$ cat src/rtl/alu_multicycle.sv
// alu_multicycle: BPF-VM ALU with pipelined MUL and iterative DIV/MOD.
// Single-cycle ops finish in one edge; MUL/DIV run through MUL/DIV/DONE.
//
// Ports:
//   clk, rst              clock, synchronous active-high reset
//   A, B                  operands (accumulator, X/immediate)
//   ALU_sel               op select (0 add .. A xor, others give 0)
//   ALU_en, ALU_ack       request accept, result consumed
//   ALU_out               registered result
//   eq, gt, ge, set       unsigned predicates captured at accept
//   ALU_vld, ALU_busy     result valid (held to ack), op in flight
//   div_by_zero           last completed DIV/MOD had B == 0
module alu_multicycle #(
  parameter int DATA_W  = 32,
  parameter int MUL_LAT = 2,
  parameter int DIV_EN  = 1,
  parameter int PESS    = 0
) (
  input  logic              clk,
  input  logic              rst,
  input  logic [DATA_W-1:0] A,
  input  logic [DATA_W-1:0] B,
  input  logic [3:0]        ALU_sel,
  input  logic              ALU_en,
  input  logic              ALU_ack,
  output logic [DATA_W-1:0] ALU_out,
  output logic              eq,
  output logic              gt,
  output logic              ge,
  output logic              set,
  output logic              ALU_vld,
  output logic              ALU_busy,
  output logic              div_by_zero
);

  localparam int SW   = (DATA_W > 1) ? $clog2(DATA_W) : 1;
  localparam int CMAX = (DATA_W > MUL_LAT) ? DATA_W : MUL_LAT;
  localparam int CW   = $clog2(CMAX + 1);

  localparam logic [DATA_W-1:0] W_VAL   = DATA_W'(DATA_W);
  localparam logic [DATA_W-1:0] ERR_DIV = DATA_W'(32'hDEADBEEF);
  localparam logic [DATA_W-1:0] ERR_MOD = DATA_W'(32'hBEEFCAFE);

  typedef enum logic [1:0] {
    S_IDLE,
    S_MUL,
    S_DIV,
    S_DONE
  } state_t;

  state_t state, state_nx;

  logic              accept;
  logic              is_mul;
  logic              is_div;
  logic              acc_multi;
  logic              acc_single;
  logic              fin;
  logic              ack_only;
  logic [CW-1:0]     cnt;
  logic [DATA_W-1:0] a_r, b_r;
  logic              mod_r;
  logic              b_zero;
  logic [DATA_W-1:0] quo, rem;
  logic [DATA_W:0]   shifted, diff;
  logic [DATA_W-1:0] mul_res;
  logic [DATA_W-1:0] fin_res;
  logic [DATA_W-1:0] single_res;
  logic [DATA_W-1:0] shl_res, shr_res;

  // Reserved parameter; present only so existing instantiations still bind.
  if (PESS != 0) begin : g_pess_rsvd
  end

  assign accept = ALU_en && (state == S_IDLE);
  assign is_mul = (ALU_sel == 4'h2);
  assign is_div = (DIV_EN != 0) &&
                  ((ALU_sel == 4'h3) || (ALU_sel == 4'h9));

  assign acc_multi  = accept && (is_mul || is_div);
  assign acc_single = accept && !(is_mul || is_div);
  assign ack_only   = ALU_ack && !accept && !fin;

  assign shl_res = (B >= W_VAL) ? '0 : (A << B[SW-1:0]);
  assign shr_res = (B >= W_VAL) ? '0 : (A >> B[SW-1:0]);

  always_comb begin
    single_res = '0;
    case (ALU_sel)
      4'h0: single_res = A + B;
      4'h1: single_res = A - B;
      4'h3: single_res = ERR_DIV;
      4'h4: single_res = A | B;
      4'h5: single_res = A & B;
      4'h6: single_res = shl_res;
      4'h7: single_res = shr_res;
      4'h8: single_res = ~A;
      4'h9: single_res = ERR_MOD;
      4'hA: single_res = A ^ B;
      default: single_res = '0;
    endcase
  end

  // Restoring step: bring in the next dividend bit, try subtracting.
  assign shifted = {rem, quo[DATA_W-1]};
  assign diff    = shifted - {1'b0, b_r};
  assign b_zero  = (b_r == '0);
  assign mul_res = a_r * b_r;

  always_comb begin
    fin_res = '0;
    if (state == S_MUL)
      fin_res = mul_res;
    else if (!b_zero)
      fin_res = mod_r ? rem : quo;
  end

  always_ff @(posedge clk) begin
    if (rst)
      state <= S_IDLE;
    else
      state <= state_nx;
  end

  always_comb begin
    state_nx = state;
    fin      = 1'b0;
    ALU_busy = (state != S_IDLE);
    case (state)
      S_IDLE: begin
        if (accept && is_mul)
          state_nx = S_MUL;
        else if (accept && is_div)
          state_nx = S_DIV;
      end
      S_MUL, S_DIV: begin
        if (cnt == '0) begin
          state_nx = S_DONE;
          fin      = 1'b1;
        end
      end
      S_DONE: state_nx = S_IDLE;
      default: state_nx = S_IDLE;
    endcase
  end

  always_ff @(posedge clk) begin
    if (rst) begin
      cnt         <= '0;
      a_r         <= '0;
      b_r         <= '0;
      mod_r       <= 1'b0;
      quo         <= '0;
      rem         <= '0;
      ALU_out     <= '0;
      ALU_vld     <= 1'b0;
      div_by_zero <= 1'b0;
      eq          <= 1'b0;
      gt          <= 1'b0;
      ge          <= 1'b0;
      set         <= 1'b0;
    end else begin
      if (accept) begin
        a_r   <= A;
        b_r   <= B;
        mod_r <= (ALU_sel == 4'h9);
        eq    <= (A == B);
        gt    <= (A > B);
        ge    <= (A >= B);
        set   <= |(A & B);
      end

      if ((state == S_MUL || state == S_DIV) && cnt != '0)
        cnt <= cnt - CW'(1);

      if (state == S_DIV && cnt != '0) begin
        if (!diff[DATA_W]) begin
          rem <= diff[DATA_W-1:0];
          quo <= {quo[DATA_W-2:0], 1'b1};
        end else begin
          rem <= shifted[DATA_W-1:0];
          quo <= {quo[DATA_W-2:0], 1'b0};
        end
      end

      if (accept && is_mul)
        cnt <= CW'(MUL_LAT - 1);

      // A zero divisor still spends one dummy cycle so the result
      // lands two edges after accept; its quotient is forced to 0.
      if (accept && is_div) begin
        quo <= A;
        rem <= '0;
        cnt <= (B == '0) ? CW'(1) : CW'(DATA_W);
      end

      unique case (1'b1)
        acc_multi: ALU_vld <= 1'b0;
        acc_single: begin
          ALU_out <= single_res;
          ALU_vld <= 1'b1;
        end
        fin: begin
          ALU_out <= fin_res;
          ALU_vld <= 1'b1;
          if (state == S_DIV)
            div_by_zero <= b_zero;
        end
        ack_only: ALU_vld <= 1'b0;
        default: ;
      endcase
    end
  end

endmodule

$ cat config.mk
export PLATFORM = sky130hd
export DESIGN_NAME = alu_multicycle
export DESIGN_NICKNAME = d
export VERILOG_FILES = /design/src/rtl/alu_multicycle.sv
export SDC_FILE = /design/constraint.sdc
export NUM_CORES = 2
export LEC_CHECK = 0
export ABC_CLOCK_PERIOD_IN_PS = 8570
export BUFFER_PORTS_ARGS = -buffer_cell sky130_fd_sc_hd__buf_2
export CORE_MARGIN = 3
export CORE_UTILIZATION = 29
export DETAILED_ROUTE_END_ITERATION = 12
export PLACE_DENSITY_LB_ADDON = 0.3
export SYNTH_ARGS = -nofsm -noshare
export SYNTH_HDL_FRONTEND = slang
export SYNTH_SLANG_ARGS = --single-unit
$ cat constraint.sdc
create_clock -name clk -period 8.57 [get_ports clk]
set_clock_uncertainty 0.15 [all_clocks]
set_input_delay 1.714 -clock clk [delete_from_list [all_inputs] [get_ports clk]]
set_output_delay 1.714 -clock clk [all_outputs]
set_load 0.05 [all_outputs]
# [After elaboration in Yosys (flattened, before gate mapping)]
# Cells that the tools add are included.
[totals] register_bits=175 inputBits=72 output_inout_bits=39 wordCells=99
[op_classes] add_sub_neg=4 n_mul=1 order_cmp=3 n_eq_ne=16 shift=2 muxes=22 bitwise_logic=4 n_reduce_logical=33
[op_table] operator="32-bit one-hot mux with 10 select lines" count=1
[op_table] operator="32-bit two-way mux" count=8
[op_table] operator="32-bit logical NOT" count=2
[op_table] operator="32-bit one-hot mux with 2 select lines" count=1
[op_table] operator="33-bit by 32-bit subtractor with 33-bit output" count=1
[op_table] operator="32-bit adder" count=1
[op_table] operator="32-bit AND" count=1
[op_table] operator="32-bit == test" count=1
[op_table] operator="32-bit greater-or-equal comparator" count=1
[op_table] operator="32-bit by 6-bit greater-or-equal comparator with 1-bit output (second input constant)" count=1
[op_table] operator="32-bit greater-than comparator" count=1
[op_table] operator="32-bit by 32-bit multiplier with 32-bit output" count=1
[op_table] operator="32-bit NOT" count=1
[op_table] operator="32-bit bitwise OR" count=1
[op_table] operator="32-bit OR reduction" count=1
[op_table] operator="32-bit by 5-bit left shift with 32-bit output" count=1
[op_table] operator="32-bit by 5-bit >> shifter with 32-bit output" count=1
[op_table] operator="32-bit subtractor" count=1
[op_table] operator="32-bit XOR" count=1
[op_table] operator="6-bit two-way mux" count=4
[op_table] operator="4-bit by 3-bit == test with 1-bit output (second input constant)" count=4
[op_table] operator="4-bit == test (second input constant)" count=3
[op_table] operator="1-bit logical AND" count=9
[op_table] operator="4-bit by 2-bit == test with 1-bit output (second input constant)" count=2
[op_table] operator="20 further kinds" count=36

# [Longest topological paths before layout]
[logic_depth] ltp_word=7 mapped_depth=28 ltp_nobuf=26

# [Worst setup path before layout]
# Ideal clock, no wire load.
[synth_path] path_kind="register to register" start="reg b_r[6]" end="reg ALU_out[30]" setup_ns=0.081 arrival_time_ns=7.082 path_slack_ns=1.257 path_stages_with_launch=26 path_buffers=2 cell_sequence="dfxtp_1 > clkbuf_1 > clkbuf_1 > and2_1 > fa_1 > fa_1 > fa_1 > inv_1 > fa_1 > inv_1 > fa_1 > inv_1 > fa_1 > inv_1 > fa_1 > fa_1 > ha_1 > a21o_1 > a21o_1 > a21o_1 > a221oi_1 > a21oi_1 > a2111oi_2 > nor4bb_1 > o21ai_0 > a41oi_1"
[synth_via] elab_chain_cells=4
[synth_lines] item="start, declared" line_no="61" text="logic [DATA_W-1:0] a_r, b_r;"
[synth_lines] item="start signal, assigned" line_no="151" text="b_r <= '0;"
[synth_lines] item="start signal, assigned" line_no="165" text="b_r <= B;"
[synth_lines] item="parallel branches: the longest is 2 deep, another holds 32-bit by 32-bit multiplier with 32-bit output"
[synth_lines] item="32-bit two-way mux *" line_no="112" text="if (state == S_MUL)"
[synth_lines] item="32-bit one-hot mux with 2 select lines *" line_no="197" text="unique case (1'b1)"
[synth_lines] item="end signal, assigned" line_no="200" text="ALU_out <= single_res;"
[synth_lines] item="end signal, assigned" line_no="204" text="ALU_out <= fin_res;"
[synth_lines] item="end, declared" line_no="26" text="output logic [DATA_W-1:0] ALU_out,"
# Mark *: on every way between the ends.
# A chain may end at the register's enable or synchronous reset.

# [Worst setup path after layout]
[layout_path] start="reg a_r[13]" end="reg ALU_out[30]"
[layout_via] elab_chain_cells=3
[layout_lines] item="start, declared" line_no="61"
[layout_lines] item="start signal, assigned" line_no="150" text="a_r <= '0;"
[layout_lines] item="start signal, assigned" line_no="164" text="a_r <= A;"
[layout_lines] item="32-bit by 32-bit multiplier with 32-bit output" line_no="108" text="assign mul_res = a_r * b_r;"
[layout_lines] item="32-bit two-way mux" line_no="112"
[layout_lines] item="32-bit one-hot mux with 2 select lines" line_no="197"
# No other way between the ends.

==> impl_metrics.tcl <==
set metrics [dict create \
    status "completed" \
    drive_gt1_share_pct 9.69 \
    ys.flop_type "dfxtp_1" \
    cp-start-kind "flop" \
    die_w_um 347 \
    routabilityCongestion 1.01 \
    rows 124 \
    hold_buffers 0 \
    p_per_area_nw_per_um2 197 \
    drv_cap 0 \
    worst_skew_pair.late_latency_ps 470 \
    hold_viol_final 0 \
    die_area_sq_um 121000 \
    cts_tree "done" \
    drv_slew 0 \
    grt_usage_pct 23.8 \
    fin_crit_sh_pct 94.9 \
    crit_path_end_kind "flop" \
    avgSynthCellArea_sq_um 8.08 \
    wl_per_cell_um 25.7 \
    cp_top_family "adder cells" \
    cp.arrival_ps 8360 \
    grt_pass1_vias 31300 \
    crit_required_ps 8800 \
    clk_pin_slew_ps 80 \
    drt_wl_total_um 146000 \
    hp-class "flop to flop" \
    path_class "flop to flop" \
    final_antenna_net_count 0 \
    ys_async_sr_fraction_pct 0 \
    irDropWorstVdd_mv 0.288 \
    fmax_mhz 123 \
    synthesis.instances 4178 \
    max_slew_margin_pct 22.5 \
    root_buffer "clkbuf_16" \
    cts-resized-gates 0 \
    dr.pass1.iters 6 \
    syn_nets 4919 \
    antenna_found_initial 10 \
    dpl.hpwl_um 112000 \
    ys_seq_elements 175 \
    vias 31600 \
    fin_setup_tns_ps 0 \
    seq_area_frac_synth_pct 10.4 \
    yosysUniqueCellTypes 89 \
    vias_per_cell 5.59 \
    areaGrowthSynthToFinish_pct 8.35 \
    synth_edf_count 0 \
    crit_top_cell "fa_1" \
    first_iter_violations 3758 \
    rsz0062_at_grt "false" \
    cts_buffers 17 \
    initial_core_util_pct 29.4 \
    path_buf_inv 4 \
    clockBufferDepth 2 \
    tightest_slew_ps 1160 \
    period_needed_ps 8130 \
    power_mw 7.20 \
    synth.cell_area_sq_um 33800 \
    cts_setup_buffers 0 \
    final_nets 4866 \
    grt-ovfl-total 0 \
    htree_levels 4 \
    io_buffers 110 \
    crit_slowest_cell "dfxtp_1" \
    setup_violations 0 \
    ios 111 \
    fp.coreArea_sq_um 115000 \
    cts.sink_count 175 \
    grt_max_degree 72 \
    fp.dieH_um 347 \
    path_cells "and2_1 > fa_1 > fa_1 > fa_1 > inv_1 > fa_1 > inv_1 > fa_1 > inv_1 > fa_1 > inv_1 > fa_1 > fa_1 > ha_1 > a21o_1 > a21o_1 > a21o_1 > a221oi_1 > a21oi_1 > a2111oi_2 > nor4bb_1 > o21ai_0 > a41oi_1" \
    p_leak_nw 16.2 \
    synth.yosys.warnings 0 \
    drc_errors 0 \
    crit_fanout 14 \
    max_stage_delay_ps 790 \
    grt_pass1_wl_um 215000 \
]
==> path summary, 6_finish.rpt <==
kind	from	end	slack, ps	cells after the start
worst min register to register	a_r[31]	a_r[31]	320	2
worst min-delay path	a_r[31]	a_r[31]	320	2
worst max-delay path	a_r[13]	ALU_out[30]	440	23
worst max register to register	a_r[13]	ALU_out[30]	440	23
==> per-stage QoR <==
step	hold WS [ps]	utilization [%]	instances	area (sq um)	worst slack (ps)
after floorplan	287	-	4178	33800	1260
after global placement	298	31.3	5618	36000	677
after detailed placement	303	31.3	5618	36000	530
after CTS	314	31.8	5650	36600	477
after global routing	348	31.8	5650	36600	46.8
final	316	31.8	5654	36600	441
==> metal layers <==
layer	global-route usage, %	up-vias	wire length (um)
li1	-	13800	-
met1	32.2	15700	59700
met2	37.2	1674	64300
met3	3.86	333	13700
met4	11.0	6	7920
met5	0	-	41
==> cells in the mapped netlist (12+ instances only) <==
cell type    n  area share, %
nor2_1     252            2.8
o221ai_1    20           0.52
o22ai_1     44           0.82
xor2_1      33           0.86
clkbuf_1   268            3.0
a221oi_1    24           0.62
mux2_2      25           0.83
buf_2       17           0.25
xnor2_1     88            2.3
o211ai_1    14           0.31
nor3_1      56           0.83
nor2b_1     16           0.30
buf_1       14           0.16
inv_1      512            5.7
nand2_1    554            6.2
and2_1     319            5.9
a31oi_1     33           0.61
o21ai_0    154            2.3
a21oi_1    274            4.1
nand2b_1    16           0.30
a211oi_1    39           0.87
fa_1       411             24
mux4_2      62            4.1
nand3_1     37           0.55
a21o_1      47            1.0
and3_1      12           0.22
a22oi_1     13           0.29
nor4_1      35           0.65
ha_1       258            9.6
o21a_1      15           0.33
nand4_1     14           0.26
dfxtp_1    175             10
o31ai_1     14           0.31
o21bai_1    19           0.42
a222oi_1    16           0.47
mux2i_1     83            2.5
a311oi_1    38           0.99
==> tightest hold or removal path, delay by kind of cell (launching register included) <==
kind	cells	cell delay [ps]
AND/OR/NAND/NOR	1	50
flip-flops	1	320
AO/OA/AOI/OAI	1	50
==> logic make-up (layout without fill, tap and decap cells) <==
group,Yosys count,count (layout),share of synthesized area [%]
AOI/OAI and AO/OA,869,869,16.9
DFF,175,175,10.4
adders and majority gates,669,669,33.9
xor gates and xnor gates,122,122,3.22
other,0,4,0
and+or+nand+nor,1353,1353,18.9
muxes,170,170,7.43
buffers and inverters,820,780,9.25
==> layout make-up <==
class	instances	area (sq um)
flip-flops and latches	175	3500
inverters	515	1930
clock inverters	14	149
repair buffers	233	1490
diodes	4	10.0
multi-input cells	3183	27200
clock buffers	18	439
fillers	12200	78400
well taps	1512	1890
==> cell usage in the layout (no fill, tap or decap), types with 12 or more instances in the layout <==
cell type / count
buf_4: 125
a211oi_1: 39
fa_1: 411
a31oi_1: 33
a221oi_1: 24
nand2b_1: 16
nand4_1: 14
a311oi_1: 38
clkbuf_16: 17
mux2_2: 25
a21oi_1: 274
nand3_1: 37
xnor2_1: 88
nor2_1: 249
inv_1: 512
nor3_1: 55
o221ai_1: 20
o22ai_1: 44
o31ai_1: 14
ha_1: 258
buf_2: 107
a21o_1: 47
and3_1: 12
mux4_2: 62
o21bai_1: 19
nor2b_1: 16
nand2_1: 552
a222oi_1: 16
o21a_1: 15
nor4_1: 35
dfxtp_1: 175
mux2i_1: 83
o211ai_1: 14
and2_1: 317
xor2_1: 33
a22oi_1: 13
o21ai_0: 154
==> sequential cells by signal (all words and copies together) (netlist names), 2 cells and up <==
| register | cells |
|---|---|
| ALU_out | 32 |
| a_r | 32 |
| b_r | 32 |
| quo | 32 |
| rem | 32 |
| cnt | 6 |
| state | 2 |
==> report_power, final <==
group	internal, mW	switching [mW]
Clock	0.396	0.411
Combinational	1.91	3.18
Sequential	0.961	0.347
No activity file was read; power rests on OpenSTA's default activity.
